<file path="src/rtl/vend_pkg.sv">
// Shared types and constants for the vending-machine sequencer.
package vend_pkg;

  // Sequencer states: accept coins, dispense, change pulse, change gap.
  typedef enum logic [1:0] {
    IDLE  = 2'd0,
    DISP  = 2'd1,
    CHG_P = 2'd2,
    CHG_G = 2'd3
  } vend_state_t;

  // Bit positions within the money / chg buses.
  localparam int COIN_HF_BIT  = 0;
  localparam int COIN_ONE_BIT = 1;

  // Coin values in half-yen units.
  localparam int HF_VAL  = 1;
  localparam int ONE_VAL = 2;

  // Value of the coins presented in one cycle (0..3 half-yen units).
  function automatic logic [1:0] coin_value(input logic [1:0] money);
    logic [1:0] v;
    v = '0;
    if (money[COIN_HF_BIT])  v = v + 2'(HF_VAL);
    if (money[COIN_ONE_BIT]) v = v + 2'(ONE_VAL);
    return v;
  endfunction

endpackage

</file>
<file path="src/rtl/vend_if.sv">
// Coin / request / status bundle between the coin front end and vend_ctrl.
// master: drives coins and requests; slave: the sequencer.
interface vend_if #(
  parameter int CW = 4
);
  logic [1:0]    money;
  logic          sel;
  logic          cancel;
  logic [CW-1:0] credit;
  logic          dispense;
  logic [1:0]    chg;
  logic          reject;
  logic          busy;

  modport master (
    output money, sel, cancel,
    input  credit, dispense, chg, reject, busy
  );

  modport slave (
    input  money, sel, cancel,
    output credit, dispense, chg, reject, busy
  );
endinterface

</file>
<file path="src/rtl/vend_change.sv">
// Change emitter: picks the largest coin that fits the remaining credit
// (one-yen first, a single half-yen for an odd remainder) and reports how
// much that coin takes off the credit. The sequencer alternates enabling it
// (pulse cycle) and holding it off (gap cycle) to pace the coin stream.
module vend_change
  import vend_pkg::*;
#(
  parameter int CW = 4
) (
  input  logic [CW-1:0] credit,
  input  logic          enable,
  output logic [1:0]    chg,
  output logic [1:0]    dec,
  output logic          pending
);

  // Coin selection for the next change pulse.
  always_comb begin
    chg = '0;
    dec = '0;
    if (enable) begin
      if ({1'b0, credit} >= (CW+1)'(ONE_VAL)) begin
        chg[COIN_ONE_BIT] = 1'b1;
        dec               = 2'(ONE_VAL);
      end else if (credit != '0) begin
        chg[COIN_HF_BIT] = 1'b1;
        dec              = 2'(HF_VAL);
      end
    end
  end

  // Any credit left means another pulse is owed.
  assign pending = |credit;

endmodule

</file>
<file path="src/rtl/vend_ctrl.sv">
// Vending-machine sequencer: credit accumulation, buy/dispense cycle,
// paced change return and coin rejection. All outputs are registered.
// Build option: define VEND_AUTO_EN to dispense as soon as credit reaches
// PRICE, without waiting for sel.
module vend_ctrl
  import vend_pkg::*;
#(
  parameter int PRICE       = 5,
  parameter int MAX_CREDIT  = 15,
  parameter int DISP_CYCLES = 4
) (
  input logic   clk,
  input logic   rst,
  vend_if.slave bus
);

  localparam int CW  = $clog2(MAX_CREDIT + 1);
  // Headroom so credit + 3 never wraps before the ceiling compare.
  localparam int SW  = CW + 2;
  localparam int DCW = (DISP_CYCLES > 1) ? $clog2(DISP_CYCLES) : 1;

  vend_state_t   state_reg, state_next;
  logic [CW-1:0] credit_reg, credit_next;
  logic [DCW-1:0] disp_cnt_reg, disp_cnt_next;
  logic          dispense_reg, dispense_next;
  logic [1:0]    chg_reg, chg_next;
  logic          reject_reg, reject_next;
  logic          busy_reg, busy_next;

  logic [1:0]    coin_v;
  logic          coin_any;
  logic [SW-1:0] credit_sum;
  logic          coin_ok;
  logic [SW-1:0] credit_eff;
  logic [CW-1:0] chg_src;
  logic          buy_req;
  logic          idle_cancel;
  logic          idle_buy;
  logic          disp_done;
  logic          chg_fire;
  logic [1:0]    chg_coin;
  logic [1:0]    chg_dec;
  logic          chg_pending;

  // Coin value and the credit it would produce if accepted.
  assign coin_v     = coin_value(bus.money);
  assign coin_any   = (coin_v != 2'd0);
  assign credit_sum = SW'(credit_reg) + SW'(coin_v);
  assign coin_ok    = (credit_sum <= SW'(MAX_CREDIT));
  // Effective credit in IDLE: this cycle's coins included when they fit.
  assign credit_eff = coin_ok ? credit_sum : SW'(credit_reg);
  // Credit the change emitter and the exit decisions look at.
  assign chg_src    = (state_reg == IDLE) ? credit_eff[CW-1:0] : credit_reg;

`ifdef VEND_AUTO_EN
  assign buy_req = 1'b1;
`else
  assign buy_req = bus.sel;
`endif

  // Transition conditions, kept outside the FSM block so the change
  // emitter's enable does not loop back through it.
  assign idle_cancel = (state_reg == IDLE) && bus.cancel && chg_pending;
  assign idle_buy    = (state_reg == IDLE) && buy_req && (credit_eff >= SW'(PRICE));
  assign disp_done   = (state_reg == DISP) && (disp_cnt_reg == '0);
  assign chg_fire    = idle_cancel
                     || (disp_done && chg_pending)
                     || ((state_reg == CHG_G) && chg_pending);

  vend_change #(.CW(CW)) u_change (
    .credit  (chg_src),
    .enable  (chg_fire),
    .chg     (chg_coin),
    .dec     (chg_dec),
    .pending (chg_pending)
  );

  // Next-state, credit and output decode.
  always_comb begin
    state_next    = state_reg;
    credit_next   = credit_reg;
    disp_cnt_next = disp_cnt_reg;
    reject_next   = 1'b0;
    chg_next      = chg_coin;
    case (state_reg)
      IDLE: begin
        reject_next = coin_any && !coin_ok;
        credit_next = chg_src;
        if (chg_fire) begin
          state_next  = CHG_P;
          credit_next = chg_src - CW'(chg_dec);
        end else if (idle_buy) begin
          state_next    = DISP;
          credit_next   = CW'(credit_eff - SW'(PRICE));
          disp_cnt_next = DCW'(DISP_CYCLES - 1);
        end
      end
      DISP: begin
        reject_next = coin_any;
        if (disp_done) begin
          if (chg_fire) begin
            state_next  = CHG_P;
            credit_next = chg_src - CW'(chg_dec);
          end else begin
            state_next = IDLE;
          end
        end else begin
          disp_cnt_next = disp_cnt_reg - 1'b1;
        end
      end
      CHG_P: begin
        reject_next = coin_any;
        state_next  = CHG_G;
      end
      CHG_G: begin
        reject_next = coin_any;
        if (chg_fire) begin
          state_next  = CHG_P;
          credit_next = chg_src - CW'(chg_dec);
        end else begin
          state_next = IDLE;
        end
      end
      default: state_next = IDLE;
    endcase
    dispense_next = (state_next == DISP);
    busy_next     = (state_next != IDLE);
  end

  // State, credit and registered outputs; reset discards any residual credit.
  always_ff @(posedge clk or posedge rst) begin
    if (rst) begin
      state_reg    <= IDLE;
      credit_reg   <= '0;
      disp_cnt_reg <= '0;
      dispense_reg <= 1'b0;
      chg_reg      <= '0;
      reject_reg   <= 1'b0;
      busy_reg     <= 1'b0;
    end else begin
      state_reg    <= state_next;
      credit_reg   <= credit_next;
      disp_cnt_reg <= disp_cnt_next;
      dispense_reg <= dispense_next;
      chg_reg      <= chg_next;
      reject_reg   <= reject_next;
      busy_reg     <= busy_next;
    end
  end

  assign bus.credit   = credit_reg;
  assign bus.dispense = dispense_reg;
  assign bus.chg      = chg_reg;
  assign bus.reject   = reject_reg;
  assign bus.busy     = busy_reg;

endmodule
</file>
<file path="src/flat_wrapper.sv">
// flat-port wrapper written by rule: the top's interface ports become plain ports
module vend_ctrl_flat import vend_pkg::*;
#(
  parameter int PRICE       = 5,
  parameter int MAX_CREDIT  = 15,
  parameter int DISP_CYCLES = 4
)
  (clk, rst, bus_money, bus_sel, bus_cancel, bus_credit, bus_dispense, bus_chg, bus_reject, bus_busy);
  vend_if bus_i ();
  input logic clk;
  input logic rst;
  input wire logic [$bits(bus_i.money)-1:0] bus_money;
  input wire logic [$bits(bus_i.sel)-1:0] bus_sel;
  input wire logic [$bits(bus_i.cancel)-1:0] bus_cancel;
  output wire logic [$bits(bus_i.credit)-1:0] bus_credit;
  output wire logic [$bits(bus_i.dispense)-1:0] bus_dispense;
  output wire logic [$bits(bus_i.chg)-1:0] bus_chg;
  output wire logic [$bits(bus_i.reject)-1:0] bus_reject;
  output wire logic [$bits(bus_i.busy)-1:0] bus_busy;
  assign bus_i.money = bus_money;
  assign bus_i.sel = bus_sel;
  assign bus_i.cancel = bus_cancel;
  assign bus_credit = bus_i.credit;
  assign bus_dispense = bus_i.dispense;
  assign bus_chg = bus_i.chg;
  assign bus_reject = bus_i.reject;
  assign bus_busy = bus_i.busy;
  vend_ctrl #(.PRICE(PRICE), .MAX_CREDIT(MAX_CREDIT), .DISP_CYCLES(DISP_CYCLES)) u_core (.clk(clk), .rst(rst), .bus(bus_i));
endmodule
</file>
<file path="config.mk">
export PLATFORM = sky130hd
export DESIGN_NAME = vend_ctrl_flat
export DESIGN_NICKNAME = d
export VERILOG_FILES = /design/src/rtl/vend_pkg.sv /design/src/rtl/vend_if.sv /design/src/rtl/vend_change.sv /design/src/rtl/vend_ctrl.sv /design/src/flat_wrapper.sv
export SDC_FILE = /design/constraint.sdc
export NUM_CORES = 1
export LEC_CHECK = 0
export ABC_AREA = 1
export BUFFER_PORTS_ARGS = -buffer_cell sky130_fd_sc_hd__buf_2
export CAP_MARGIN = 40
export CORE_MARGIN = 3
export CORE_UTILIZATION = 45
export DETAILED_ROUTE_END_ITERATION = 10
export HOLD_SLACK_MARGIN = 0.02
export PLACE_DENSITY = 0.66
export SYNTH_ARGS = -nofsm -noshare
export SYNTH_HDL_FRONTEND = slang
export SYNTH_HIERARCHICAL = 1
export SYNTH_SLANG_ARGS = --single-unit
export TNS_END_PERCENT = 20
</file>
<file path="constraint.sdc">
create_clock -name clk -period 3.4 [get_ports clk]
set_clock_uncertainty 0.05 [all_clocks]
set_input_delay 0.34 -clock clk [delete_from_list [all_inputs] [get_ports clk]]
set_output_delay 0.34 -clock clk [all_outputs]
set_load 0.03 [all_outputs]
</file>
==> metrics <==
HP Class primary input to asynchronous set/reset pin; Final Instance Area 1210 µm²; Die Y-Extent about 55 µm; DRC 0; HPWL Detailed 1710 µm; core area 2100 µm²; Post-CTS Setup Bufs 0; CTS clk-pin slew, worst paths approximately 0.08 ns; vias per cell roughly 4.6; commonest non-fill, non-tap cell in the layout nand2_1; pin count of the biggest net entering global routing 14; outcome finished clean; CTS tree built; Synth Cell Area about 1100 µm²; critical path class register to register; initial DRC count 11; H-tree depth 1; CP max FO 5; initial core utilization 0.507; Setup crit start kind register; IO Port Bufs 14; #FFs+latches synth 13; final hold vios 0; Reg2Reg Setup Slack 0.20 ns; worst stage delay on the critical path 0.41 ns; setup violators final 0; GRT Total Usage 0.158; Mapped Avg Cell Area 7.45 µm²; Worst path slowest cell fa_2; highest metal used met4; CTS buffer count 3; RR Startpoint u_core/bus.credit[0]; Worst path most repeated cell nand2_1; CTS sink cnt 13; final core utilization 0.575; cell breakdown of the critical path ha_1 -> fa_2 -> inv_1 -> nand3_1 -> nand2_1 -> nand2_1 -> nand2_1 -> inv_1 -> nor2_2 -> nand2_1 -> o21ai_1 -> nor3_4 -> nand2_1 -> nor2_1 -> ha_1 -> inv_1 -> fa_1 -> nand2_1 -> nand2_1; clock latency at the later pin of the worst-skew pair 0.27 ns; Cell variety after synth 26; CTS max path bufs 2; fin crit share 0.941; Bufs and invs on worst path 3; First-pass DRT Iterations 4; first-pass GRT wire length 3330 µm; cts repair resizes 0; CP arrival 3.31 ns; min cycle time layout 3.20 ns; critical path's top delay family adder cells; CP Depth 19; WL met3 29 µm; Layout Nets 178; via count just under 900; cells after synthesis 143; vias in the first global route 803; Clock Tree Root clkbuf_4; Seq/Total Area, Yosys 0.305; RSZ-0062 raised after global routing no; Routability Congestion approximately 0.8; Top Ports 15; post-detailed-route wirelength per cell between 10 and 15 µm; Worst-Margin Slew 0.496 ns; placement-stage cell area 1180 µm²; Site Rows 16; layout cell share with drive strength beyond 1 0.259; Routed Antenna Nets 0; Slew Limit Fails 0; Die W ~55 µm; hold buffer count at CTS 0; Largest register FFs 4; WHS between 0.02 and 0.025 ns; gr ovfl total 0; max cap viols 0; met1 WL around 990 µm; die area 2990 µm²; WL final 2020 µm; syn nets 158; worst rel slew slack 0.669; most frequent cells in the layout 40 x nand2_1, 22 x inv_1, 14 x buf_2, 13 x nand3_1, 13 x dfrtp_1; Fin Setup TNS 0 ns; Req. time, crit path 3.51 ns; wire length on met2 978 µm; Yosys warnings 6; initial antenna violation count 0; Highest Clock Rate about 310 MHz; Critical R2R Capture u_core/bus.credit[1]; antenna fix cells 0; synthesis-to-layout area growth 13.4%; reg2reg path depth 19; crit end category register
final cells by class:
class / count / area, µm²
inverter: 27 / 103
sequential: 13 / 325
fill: 210 / 893
tap: 27 / 33.8
multi-input combinational: 100 / 621
clock buffer: 4 / 26.3
timing repair buffer: 18 / 100
worst max-delay path by stage:
stage	start	to	slack [ns]
floorplan	u_core/bus.credit[0]	u_core/bus.credit[2]	0.07
global placement	bus_money[0]	u_core/bus.credit[1]	0.21
detailed placement	bus_money[0]	u_core/bus.credit[1]	0.15
CTS	u_core/bus.credit[0]	u_core/bus.credit[1]	0.21
global route	u_core/bus.credit[0]	u_core/bus.credit[1]	0.003
finish	u_core/bus.credit[0]	u_core/bus.credit[1]	0.20
layer usage:
layer | global-route usage | vias to the layer above
met4 | 0.0747 | 0
met1 | 0.212 | 394
met5 | 0 | -
li1 | - | 478
met3 | 0.0163 | 2
met2 | 0.254 | 4
stage by stage:
stage | instances | setup slack (ns)
4_1_cts | 189 | 0.208
5_1_grt | 189 | 0.00344
3_5_place_dp | 185 | 0.150
6_report | 189 | 0.200
2_1_floorplan | 143 | 0.0718
3_3_place_gp | 185 | 0.208
cells by family after synthesis:
kind of cell / after synthesis / share of synthesized area
xor gates and xnor gates: 3 / 0.0317
buffers and inverters: 30 / 0.115
adders and majority gates: 9 / 0.120
DFF: 13 / 0.305
AOI/OAI and AO/OA: 6 / 0.0340
and+or+nand+nor: 82 / 0.394
synth_stat cells:
| cell type | instances | area share |
|---|---|---|
| nand2_1 | 40 | 0.14 |
| inv_1 | 22 | 0.077 |
| dfrtp_1 | 13 | 0.31 |
| nand3_1 | 13 | 0.061 |
| nor2_1 | 12 | 0.042 |
| ha_1 | 7 | 0.082 |
| nand2_2 | 5 | 0.029 |
| inv_2 | 4 | 0.014 |
| nand2_4 | 3 | 0.032 |
| nand4_1 | 3 | 0.018 |
| buf_4 | 2 | 0.014 |
| fa_1 | 2 | 0.038 |
| o21ai_1 | 2 | 0.0094 |
| o22ai_1 | 2 | 0.012 |
| xnor2_1 | 2 | 0.016 |
| a21oi_1 | 1 | 0.0047 |
| a21oi_2 | 1 | 0.0082 |
| buf_2 | 1 | 0.0047 |
| clkinv_2 | 1 | 0.0047 |
| nand3_2 | 1 | 0.0094 |
| nand3_4 | 1 | 0.016 |
| nor2_2 | 1 | 0.0059 |
| nor2_8 | 1 | 0.019 |
| nor3_4 | 1 | 0.015 |
| or2_0 | 1 | 0.0059 |
| xnor2_2 | 1 | 0.015 |
Power is not shown: default switching activity piles up to over one toggle a cycle in this logic, so the estimate is an artifact.
